[src/rtl/imm_extend_pipe_pkg.sv]
// Shared encodings for the immediate-extend pipeline.
// Extension modes and buffer occupancy states.
package imm_extend_pipe_pkg;

  typedef enum logic [1:0] {
    EXT_ZERO   = 2'd0,
    EXT_SIGN   = 2'd1,
    EXT_UPPER  = 2'd2,
    EXT_BRANCH = 2'd3
  } ext_mode_t;

  typedef enum logic [1:0] {
    OCC_EMPTY = 2'd0,
    OCC_ONE   = 2'd1,
    OCC_FULL  = 2'd2
  } occ_t;

endpackage

[src/rtl/imm_extend_pipe_core.sv]
// Combinational immediate extension for all four modes.
// Pure function of the raw field and mode.
module imm_ext_core
  import imm_extend_pipe_pkg::*;
#(
  parameter int IMM_W  = 16,
  parameter int DATA_W = 32
) (
  input  logic [IMM_W-1:0]  imm_i,
  input  ext_mode_t         mode_i,
  output logic [DATA_W-1:0] ext_o
);

  logic [DATA_W-1:0] sext;

  assign sext = {{(DATA_W-IMM_W){imm_i[IMM_W-1]}}, imm_i};

  always_comb begin
    ext_o = '0;
    unique case (mode_i)
      EXT_ZERO:   ext_o = {{(DATA_W-IMM_W){1'b0}}, imm_i};
      EXT_SIGN:   ext_o = sext;
      EXT_UPPER:  ext_o = {imm_i, {(DATA_W-IMM_W){1'b0}}};
      EXT_BRANCH: ext_o = {sext[DATA_W-3:0], 2'b00};
      default:    ext_o = '0;
    endcase
  end

endmodule

[src/rtl/imm_extend_pipe.sv]
// Immediate-extend stage with a 2-entry skid buffer.
// InReady is registered so OutReady never reaches it combinationally.
module imm_extend_pipe
  import imm_extend_pipe_pkg::*;
#(
  parameter int IMM_W  = 16,
  parameter int DATA_W = 32
) (
  input  logic              Clk,
  input  logic              Reset,
  input  logic              Flush,
  input  logic              InValid,
  output logic              InReady,
  input  logic [IMM_W-1:0]  Immediate,
  input  logic [1:0]        ExtMode,
  output logic              OutValid,
  input  logic              OutReady,
  output logic [DATA_W-1:0] Result
);

  if (DATA_W < IMM_W + 2) begin : g_bad_width
    $error("imm_extend_pipe: DATA_W must be >= IMM_W+2");
  end

  occ_t              state_q, state_d;
  logic [DATA_W-1:0] out_q, out_d;
  logic [DATA_W-1:0] skid_q, skid_d;
  logic              in_ready_q;
  logic [DATA_W-1:0] ext;
  logic              accept;
  logic              consume;

  imm_ext_core #(
    .IMM_W  (IMM_W),
    .DATA_W (DATA_W)
  ) u_core (
    .imm_i  (Immediate),
    .mode_i (ext_mode_t'(ExtMode)),
    .ext_o  (ext)
  );

  assign accept   = InValid && in_ready_q;
  assign consume  = OutValid && OutReady;
  assign InReady  = in_ready_q;
  assign OutValid = (state_q != OCC_EMPTY);
  assign Result   = out_q;

  always_comb begin
    state_d = state_q;
    out_d   = out_q;
    skid_d  = skid_q;
    if (Flush) begin
      state_d = OCC_EMPTY;
    end else begin
      unique case (state_q)
        OCC_EMPTY: begin
          if (accept) begin
            state_d = OCC_ONE;
            out_d   = ext;
          end
        end
        OCC_ONE: begin
          if (accept && consume) begin
            out_d = ext;
          end else if (accept) begin
            state_d = OCC_FULL;
            skid_d  = ext;
          end else if (consume) begin
            state_d = OCC_EMPTY;
          end
        end
        OCC_FULL: begin
          if (consume) begin
            state_d = OCC_ONE;
            out_d   = skid_q;
          end
        end
        default: state_d = OCC_EMPTY;
      endcase
    end
  end

  always_ff @(posedge Clk) begin
    if (Reset) begin
      state_q    <= OCC_EMPTY;
      out_q      <= '0;
      skid_q     <= '0;
      in_ready_q <= 1'b1;
    end else begin
      state_q    <= state_d;
      out_q      <= out_d;
      skid_q     <= skid_d;
      in_ready_q <= (state_d != OCC_FULL);
    end
  end

endmodule

[config.mk]
export PLATFORM = sky130hd
export DESIGN_NAME = imm_extend_pipe
export DESIGN_NICKNAME = d
export VERILOG_FILES = /design/src/rtl/imm_extend_pipe_pkg.sv /design/src/rtl/imm_extend_pipe_core.sv /design/src/rtl/imm_extend_pipe.sv
export SDC_FILE = /design/constraint.sdc
export NUM_CORES = 1
export LEC_CHECK = 0
export CAP_MARGIN = 20
export CORE_MARGIN = 5
export CORE_UTILIZATION = 54
export CTS_BUF_LIST = sky130_fd_sc_hd__clkbuf_4
export DETAILED_ROUTE_END_ITERATION = 16
export GPL_ROUTABILITY_DRIVEN = 0
export PLACE_DENSITY = 0.86
export SLEW_MARGIN = 30
export SYNTH_ARGS = -nofsm -noshare
export SYNTH_HDL_FRONTEND = slang
export SYNTH_SLANG_ARGS = --single-unit
[constraint.sdc]
create_clock -name Clk -period 1.99 [get_ports Clk]
set_clock_uncertainty 0.2 [all_clocks]
set_input_delay 0.199 -clock Clk [delete_from_list [all_inputs] [get_ports Clk]]
set_output_delay 0.199 -clock Clk [all_outputs]
set_load 0.01 [all_outputs]
* Word level (Yosys, flattened, before mapping) *
Index checks and enable logic that the tools add are counted.

operators by class
  reduce and logical (&&, ||, !) cells = 9
  bitwise operators = 2
  muxes and demuxes = 12
  equal/unequal tests = 9

operators with widths
  operator              count
  $pmux W32 S4          1
  $mux W32              3
  $pmux W32 S3          1
  $mux W2               6
  $ne A2 B2 Y1 const B  4
  $eq A2 B2 Y1 const B  3
  $pmux W2 S3           1
  $reduce_and A5 Y1     1
  $eq A2 B1 Y1 const B  2
  $logic_not A2 Y1      2
  $reduce_and A4 Y1     1
  $logic_and A1 B1 Y1   3
  $reduce_bool A3 Y1    1
  $not A1 Y1            2
  $reduce_bool A2 Y1    1

word-level totals
  flip-flop bits (word level) = 67
  logic and storage cells = 36
  input port bits = 23

* Logic depth before layout (Yosys ltp) *
  depth in word-level cells = 8
  depth in mapped cells = 6
  depth with buffers taken out = 4

* Hierarchy *
Synthesis repeated with hierarchy kept, for this count alone.

unflattened totals
  cell total of the unflattened synthesis = 343
  area, all modules = 3186.8 um^2

modules (own cells, without submodules)
  module           times used  cells each  area each (um^2)
  imm_extend_pipe  1           301         2821.5
  imm_ext_core     1           42          365.4

* Least setup slack after synthesis *
No wires, ideal clock.

  path type = flip-flop to flip-flop
  start point = reg in_ready_q, in the netlist InReady
  end point = reg out_q[11], in the netlist Result[11]
  arrival time = 1.494 ns
  clock period less this slack = 1.782 ns
  stages on the path, launching flop included = 7
  path slack = 0.208 ns
  setup time = 0.088 ns
  cell sequence = dfxtp_1 nand3b_4 o31ai_4 nand2b_1 buf_2 buf_6 o32ai_2

between the ends
  word-level cells in the longest chain between the ends = 4

ends and longest elaborated chain
  element                        RTL line               RTL
  start, declared                imm_extend_pipe.sv:28  logic in_ready_q;
  start signal, assigned         imm_extend_pipe.sv:93  in_ready_q <= (state_d != OCC_FULL);
  $logic_and A1 B1 Y1 *          imm_extend_pipe.sv:42  assign accept = InValid && in_ready_q;
  $logic_and A1 B1 Y1            imm_extend_pipe.sv:63  if (accept && consume) begin
  $ne A2 B2 Y1 (no line)         -
  $reduce_and A5 Y1 (no line) *  -
  end signal, assigned           imm_extend_pipe.sv:91  out_q <= out_d;
  end, declared                  imm_extend_pipe.sv:26  logic [DATA_W-1:0] out_q, out_d;

Mark *: on every way between the ends. The rest lies on a longest branch, timed or not.
A chain may end at the register's enable or synchronous reset.

* Worst setup path after layout *
  start point = reg in_ready_q, in the netlist InReady
  end point = out InReady

RTL lines
  element        RTL line               RTL
  end, declared  imm_extend_pipe.sv:13  output logic InReady,

No word-level cell between the ends.

==> impl_metrics.yaml <==
pwr:
  powerDensity_nw_per_um2: 765
  ir_drop_mv: 0.429
  leakage_uw: 0.00139
synth:
  seq_area_frac_synth: 0.436
  postSynthCellCount: 358
  synthArstFlopShare: 0
  yosys.cell_types.count: 29
  synth_top_area_frac: 0.436
  synth_edf_count: 0
  synth_seq_cells: 67
  ys.flop_type: "dfxtp_1"
  synth_nets: 381
  synth_area_leaders: "dfxtp_1, a211oi_1, nand2b_1, nor2_1, a21oi_1"
  synth_area_um2: 3070
  syn_avg_cell_area_um2: 8.59
  yosys.area.top_type: "dfxtp_1"
  yosysWarnings: 0
layout:
  final_common_cell: "dfxtp_1"
  final_cell_area_um2: 4020
  fin_nets: 438
  final_cell_mix: "dfxtp_1, clkdlybuf4s50_1, nor2_1"
  syn_to_final_growth_pct: 30.9
  fin_util: 0.731
  layout-drive-gt1-share: 0.114
  fin_cells: 493
critical_path:
  slowest_delay_ns: 0.58
  cpMaxStageDelayCell: "clkdlybuf4s50_1"
  critPathBufInv: 1
  path_class: "reg2out"
  cp_max_fo: 3
  cp.arrival_ns: 1.40
  crit_required_ns: 1.59
  crit_family: "buffers and inverters"
  cp-start-kind: "flop"
  worstSetupEndpointType: "output port"
  path_cells: "clkdlybuf4s50_1"
global_routing:
  overflow: 0
  grt_pass1_wl_um: 12900
  grt_max_degree: 65
  grt_usage: 0.221
  grt_pass1_vias: 2694
  antenna_found_initial: 1
timing:
  finalHoldViolCount: 0
  fin_setup_tns_ns: 0
  maxSlewViolCount: 0
  period_share: 0.902
  layout_min_cycle_time_ns: 1.79
  setup_viol: 0
  max_slew_margin: 0.478
  tightest_slew_ns: 0.783
  rsz0062_at_grt: "false"
  max_clock_freq_mhz: 557
cts:
  clk-insertion-delay-late_ns: 0.40
  cts.clk_slew.worst_paths_ns: 0.11
  post-cts-setup-buffers: 0
  cts_max_level: 3
  cts_sinks: 67
  cts_made_buffers: 9
  clockBufferDepth: 2
  cts_tree: "done"
  clockRootBuffer: "clkbuf_4"
floorplan:
  rows: 27
  core-area_um2: 5510
  start_util: 0.558
  ioPinCount: 57
  dieArea_um2: 7300
  fp.dieW_um: 85.5
  die_h_um: 85.5
detailed_routing:
  drc: 0
  first_pass_iters: 5
  avgRoutedWirePerCell_um: 15.5
  vias: 2786
  drt_iter0_drc: 199
  antenna_left: 0
  vias_per_cell: 5.65
  finalWirelength_um: 7620
place:
  placed_cell_area_um2: 3800
  io_buffers: 56
  place.detailed.hpwl_um: 5110
  dp.cells: 475
min_path:
  min_path_type: "reg2reg"
run_status:
  status: "completed"
job:
  maxCapViolations: 0
## state kept, by name, summed over array words and instances (netlist names)
| name | count |
|---|---|
| InReady | 1 |
| state_q | 2 |
| Result | 32 |
| skid_q | 32 |
## per-layer routing
layer	vias up	wire length, um	share of wire	track usage
met5	-	0	0	0
met3	15	364	0.048	0.0379
met2	79	3570	0.47	0.340
met1	1321	3500	0.46	0.290
met4	0	180	0.024	0.127
li1	1371	-	-	-
## final timing paths
kind / slack [ns] / endpoint / from / cells after the start
worst max-delay path: 0.20 / InReady / InReady / 1
worst min-delay path: 0.29 / Result[1] / skid_q[1] / 2
worst max register to register: 0.26 / skid_q[9] / state_q[1] / 6
worst min register to register: 0.29 / Result[1] / skid_q[1] / 2
## tightest hold or removal path, cell delays in order (launching register included)
cell      delay [ns]
dfxtp_1         0.33
nand2_1         0.05
a311oi_1        0.08
## cell families after synthesis
kind of cell,synth area share
compound gates,0.259
buf+inv,0.0423
mux,0.0195
flops,0.436
simple gates,0.240
xor+xnor,0.00285
## stage by stage
stage / hold WS [ns] / power [uW] / setup WS, ns
2_1_floorplan: 0.0771 / 1650 / 0.208
3_3_place_gp: 0.268 / 1830 / -0.115
3_5_place_dp: 0.272 / 1840 / -0.160
4_1_cts: 0.290 / 3090 / 0.0136
5_1_grt: 0.315 / 3190 / 0.153
6_report: 0.292 / 3080 / 0.195
## power breakdown
part / total (uW) / internal, uW / switching [uW] / leakage, uW
Clock: 1270 / 760 / 506 / 0.000104
Combinational: 407 / 211 / 195 / 0.000744
Sequential: 1400 / 1380 / 22.8 / 0.000544
## cell type report
class                      count  area (um^2)
tap                           72         90.1
clock buffer                   9         67.6
clock inverter                 7          140
multi-input combinational    260         1610
sequential                    67         1340
antenna                        1         2.50
timing repair buffer          77          768
fill                         388         1480
## synthesized netlist by cell type (5+ instances only)
cell / instances
nor2b_1: 19
dfxtp_1: 67
a21oi_1: 30
nor2_1: 50
o21a_1: 16
o32ai_2: 5
nand2b_1: 31
buf_2: 5
nand2_1: 22
and2_1: 14
o22ai_1: 15
o32ai_1: 8
a211oi_1: 29
clkbuf_1: 24
mux2i_1: 6
## what timing repair did
action	4_1_cts	5_1_grt
resized for setup	2	1
setup endpoints to repair	1	1
hold buffers	1	0
pin swaps	0	0
endpoints found under the hold margin	3	0
Note: power is estimated with default switching activity, not from simulation.
==> patch 1, RTL diff (same flow settings) <==
Re-encode `occ_t` (3 values) as one-hot, 3 bits wide.
--- a/src/rtl/imm_extend_pipe_pkg.sv
+++ b/src/rtl/imm_extend_pipe_pkg.sv
@@ -9,10 +9,10 @@
     EXT_BRANCH = 2'd3
   } ext_mode_t;
 
-  typedef enum logic [1:0] {
-    OCC_EMPTY = 2'd0,
-    OCC_ONE   = 2'd1,
-    OCC_FULL  = 2'd2
+  typedef enum logic [2:0] {
+    OCC_EMPTY = 3'b001,
+    OCC_ONE   = 3'b010,
+    OCC_FULL  = 3'b100
   } occ_t;
 
 endpackage
Behaviour: no difference found for any inputs over 4 cycles, from zero or initial values and one cycle with Reset high; so few cycles prove little.
==> patch 1 against the original RTL <==
  * Synthesized cell count up 6.1%
  * Final cell count is 6.7% higher
  * Wire length grew 13%
  * Power is 17% lower
  * Area after synthesis grew 8.5%
  * Cell area up 6.9%
  * Sequential cell count increased by 1
  * Setup slack lost 140 ps
==> patch 1: results (changes against the original RTL) <==
Critical path
  • Worst setup path endpoint: skid_q[17]$_SDFFE_PP0P_ (was InReady)
  • Critical path arrival: 2040 ps (was 1400 ps)
  • Slowest cell on crit path: dfxtp_1 (was clkdlybuf4s50_1)
  • Worst Path Max Fanout: 9 (was 3)

Final layout
  • Number of filler cells placed in the layout: 445 (was 388)
  • FFs & Latches: 68 (was 67)
  • Multi-In Gates: 267 (was 260)
  • Nonclk buf count: 96 (was 77)
  • Area Overhead vs Synth: 29.0% (was 30.9%)
  • Antenna diodes: 0 (was 1)
  • # clk buffers: 11 (was 9)
  • Final Net Count: 470 (was 438)

Yosys
  • Sequential element share of the synthesized area: 0.408 (was 0.436)
  • Commonest cells in the netlist: dfxtp_1 (68), nor2_1 (62), a21oi_1 (47), a211oi_1 (28), clkbuf_1 (20) (was dfxtp_1 (67), nor2_1 (50), nand2b_1 (31), a21oi_1 (30), a211oi_1 (29))
  • Syn nets: 403 (was 381)
  • Unique cell type count in the Yosys netlist: 37 (was 29)

Global routing
  • Largest net degree at the start of global routing: 54 (was 65)
  • Gr usage total: 0.219 (was 0.221)
  • Initial antenna violation count: 0 (was 1)

Routing
  • Initial DRC count: 302 (was 199)
  • WL final: 8600 um (was 7620 um)
  • Wirelength per Cell: 16.3 um (was 15.5 um)
  • Routed vias: 3136 (was 2786)

Pwr
  • P_leak: 1.68 nW (was 1.39 nW)

Placement
  • DP Area: 4120 um^2 (was 3800 um^2)
  • HPWL after DPL: 5800 um (was 5110 um)
  • Post-place setup slack: -240 ps (was -160 ps)

Min path
  • Hold Crit Endpoint: Result[5]$_SDFFE_PP0P_ (was Result[1]$_SDFFE_PP0P_)
  • Hold path start: Result[5]$_SDFFE_PP0P_ (was skid_q[1]$_SDFFE_PP0P_)

Run status
  • Run status: finished clean (unchanged)
patch 1: changes by cell type after synthesis, moves of 16 or more:
cell	change
a21oi_1	+17
a221o_1	+18
nand2_1	-17
nand2b_1	-30
nand3_1	+18
o21a_1	-16
patch 1: layer usage:
metal | up-vias | GRT usage | wire length (um)
li1 | 1521 | - | -
met1 | 1479 | 0.287 | 3710
met2 | 113 | 0.354 | 4140
met3 | 23 | 0.0531 | 578
met4 | 0 | 0.0783 | 171
met5 | - | 0 | 0
patch 1: logic make-up (layout without fill, tap and decap cells):
| family | after synthesis | in the layout | share of synthesized area |
|---|---|---|---|
| simple gates | 132 | 132 | 0.196 |
| compound gates | 128 | 128 | 0.300 |
| flops | 68 | 68 | 0.408 |
| buf+inv | 45 | 116 | 0.0754 |
| mux | 6 | 6 | 0.0180 |
| xor+xnor | 1 | 1 | 0.00263 |
patch 1: where the power goes:
group	internal, mW	switching (mW)
sequential	1.39	0.0181
combinational	0.202	0.195
clock	0.267	0.465
total	1.86	0.678
==> patch 2, RTL diff (config.mk and constraints unchanged) <==
Without the edit above. `IMM_W` is set to 16 in 2 places; all go to 24.
--- a/src/rtl/imm_extend_pipe_core.sv
+++ b/src/rtl/imm_extend_pipe_core.sv
@@ -3,7 +3,7 @@
 module imm_ext_core
   import imm_extend_pipe_pkg::*;
 #(
-  parameter int IMM_W  = 16,
+  parameter int IMM_W  = 24,
   parameter int DATA_W = 32
 ) (
   input  logic [IMM_W-1:0]  imm_i,
--- a/src/rtl/imm_extend_pipe.sv
+++ b/src/rtl/imm_extend_pipe.sv
@@ -3,7 +3,7 @@
 module imm_extend_pipe
   import imm_extend_pipe_pkg::*;
 #(
-  parameter int IMM_W  = 16,
+  parameter int IMM_W  = 24,
   parameter int DATA_W = 32
 ) (
   input  logic              Clk,
Ports: changed (resized Immediate); port bits go from 57 to 65. No check against the original RTL was run, so the function may have changed too.
==> patch 2 against the original RTL <==
  * Sequential cell count stayed put
  * Count of clock-buffer cells in the layout rose by 2
  * Register-to-register slack lost 70 ps
  * Wire length grew 10%
  * Area after synthesis is 5.3% higher
  * Global-route usage rose by 0.88 points
  * Power fell by 8.3%
  * Setup slack lost 150 ps
  * Critical path depth increased by 1
  * Cell area grew 3.8%
  * Largest cell class unchanged
==> patch 2: results (changes against the original RTL) <==
Routing
  • Wirelength per Cell: 15.7 um (was 15.5 um)
  • Initial DRC count: 271 (was 199)

Global routing
  • First-pass GRT wire length: 13800 um (was 12900 um)
  • Initial antenna violation count: 0 (was 1)
  • Largest net degree at the start of global routing: 66 (was 65)

Yosys
  • Unique cell type count in the Yosys netlist: 35 (was 29)
  • Sequential element share of the synthesized area: 0.415 (was 0.436)
  • Syn nets: 429 (was 381)
  • Synthesized area per cell: 8.13 um^2 (was 8.59 um^2)

Critical path
  • CP startpoint: state_q[0]$_SDFF_PP0_ (was InReady$_SDFF_PP1_)
  • Capture point of the worst reg-to-reg path: Result[14]$_SDFFE_PP0P_ (was skid_q[9]$_SDFFE_PP0P_)
  • Worst setup path endpoint: OutValid (was InReady)
  • R2R Setup Slk: 190 ps (was 260 ps)
  • Reg2Reg Depth: 5 (was 6)
  • Critical path arrival: 1550 ps (was 1400 ps)
  • Worst Path Max Fanout: 6 (was 3)

Pwr
  • Peak supply drop: 0.455 mV (was 0.429 mV)
  • P_leak: 1.58 nW (was 1.39 nW)

Run status
  • Run status: finished clean (unchanged)

Placement
  • DP Area: 4030 um^2 (was 3800 um^2)

Min path
  • Hold path start: Result[26]$_SDFFE_PP0P_ (was skid_q[1]$_SDFFE_PP0P_)

Final layout
  • Final Net Count: 487 (was 438)
  • Share of layout cells above drive strength 1: 0.115 (was 0.114)

STA
  • Worst relative slew slack: 0.746 (was 0.478)
  • Period utilization: 0.980 (was 0.902)
## patch 2: cell count changes in the layout (fill, tap and decap cells not counted), moves of 9 or more
| cell | delta |
|---|---|
| o21a_1 | -16 |
| mux2i_1 | +10 |
| nand2_1 | +43 |
| clkdlybuf4s50_1 | +9 |
| a21oi_1 | +41 |
| a211oi_1 | -13 |
| and2_1 | -13 |
| o22ai_1 | -15 |
| a211o_1 | +13 |
| nor2b_1 | -13 |
| nand2b_1 | -29 |
| a221oi_2 | +16 |
| inv_1 | +18 |
## patch 2: cells by family (layout without fill, tap and decap cells)
family                    Yosys count  in the layout  synth area share
DFF                                67             67             0.415
muxes                              17             17            0.0530
AOI/OAI and AO/OA                 126            126             0.283
buffers and inverters              54            117            0.0704
and+or+nand+nor                   133            133             0.176
xor gates and xnor gates            1              1           0.00271
## patch 2: cell type report
| type | count | area (um^2) |
|---|---|---|
| flip-flops and latches | 67 | 1340 |
| clock buffers | 11 | 82.6 |
| fillers | 487 | 1710 |
| multi-input cells | 277 | 1670 |
| inverters | 19 | 71.3 |
| clock inverters | 5 | 53.8 |
| well taps | 75 | 93.8 |
| repair buffers | 82 | 861 |
## patch 2: worst min-delay path by stage
stage | endpoint | slack, ps | cells after the start
finish | Result[26]$_SDFFE_PP0P_ | 260 | 2
global route | skid_q[0]$_SDFFE_PP0P_ | 280 | 3
CTS | skid_q[0]$_SDFFE_PP0P_ | 260 | 3
detailed placement | skid_q[9]$_SDFFE_PP0P_ | 250 | 2
global placement | skid_q[13]$_SDFFE_PP0P_ | 240 | 2
floorplan | state_q[0]$_SDFF_PP0_ | 80 | 1
## patch 2: critical path, cell delays in order, from the launching register on
cell and delay, ps:
dfxtp_1 370, or2_2 300, clkdlybuf4s50_1 480
## patch 2: routing by layer
| metal | wire (um) | track usage | vias up |
|---|---|---|---|
| met5 | 0 | 0 | - |
| met4 | 237 | 0.120 | 0 |
| met3 | 641 | 0.0577 | 23 |
| met2 | 3990 | 0.366 | 111 |
| met1 | 3520 | 0.283 | 1408 |
| li1 | - | - | 1517 |
## patch 2: per-stage QoR
stage | total power [mW] | hold WS, ps
after floorplan | 1.72 | 78.3
after global placement | 1.94 | 242
after detailed placement | 1.96 | 247
after CTS | 2.83 | 258
after global routing | 2.96 | 282
final | 2.82 | 260
## patch 2: power breakdown
part | total, mW | switching (mW) | internal, mW
Clock | 0.893 | 0.487 | 0.405
Combinational | 0.516 | 0.262 | 0.254
Sequential | 1.41 | 0.0248 | 1.39
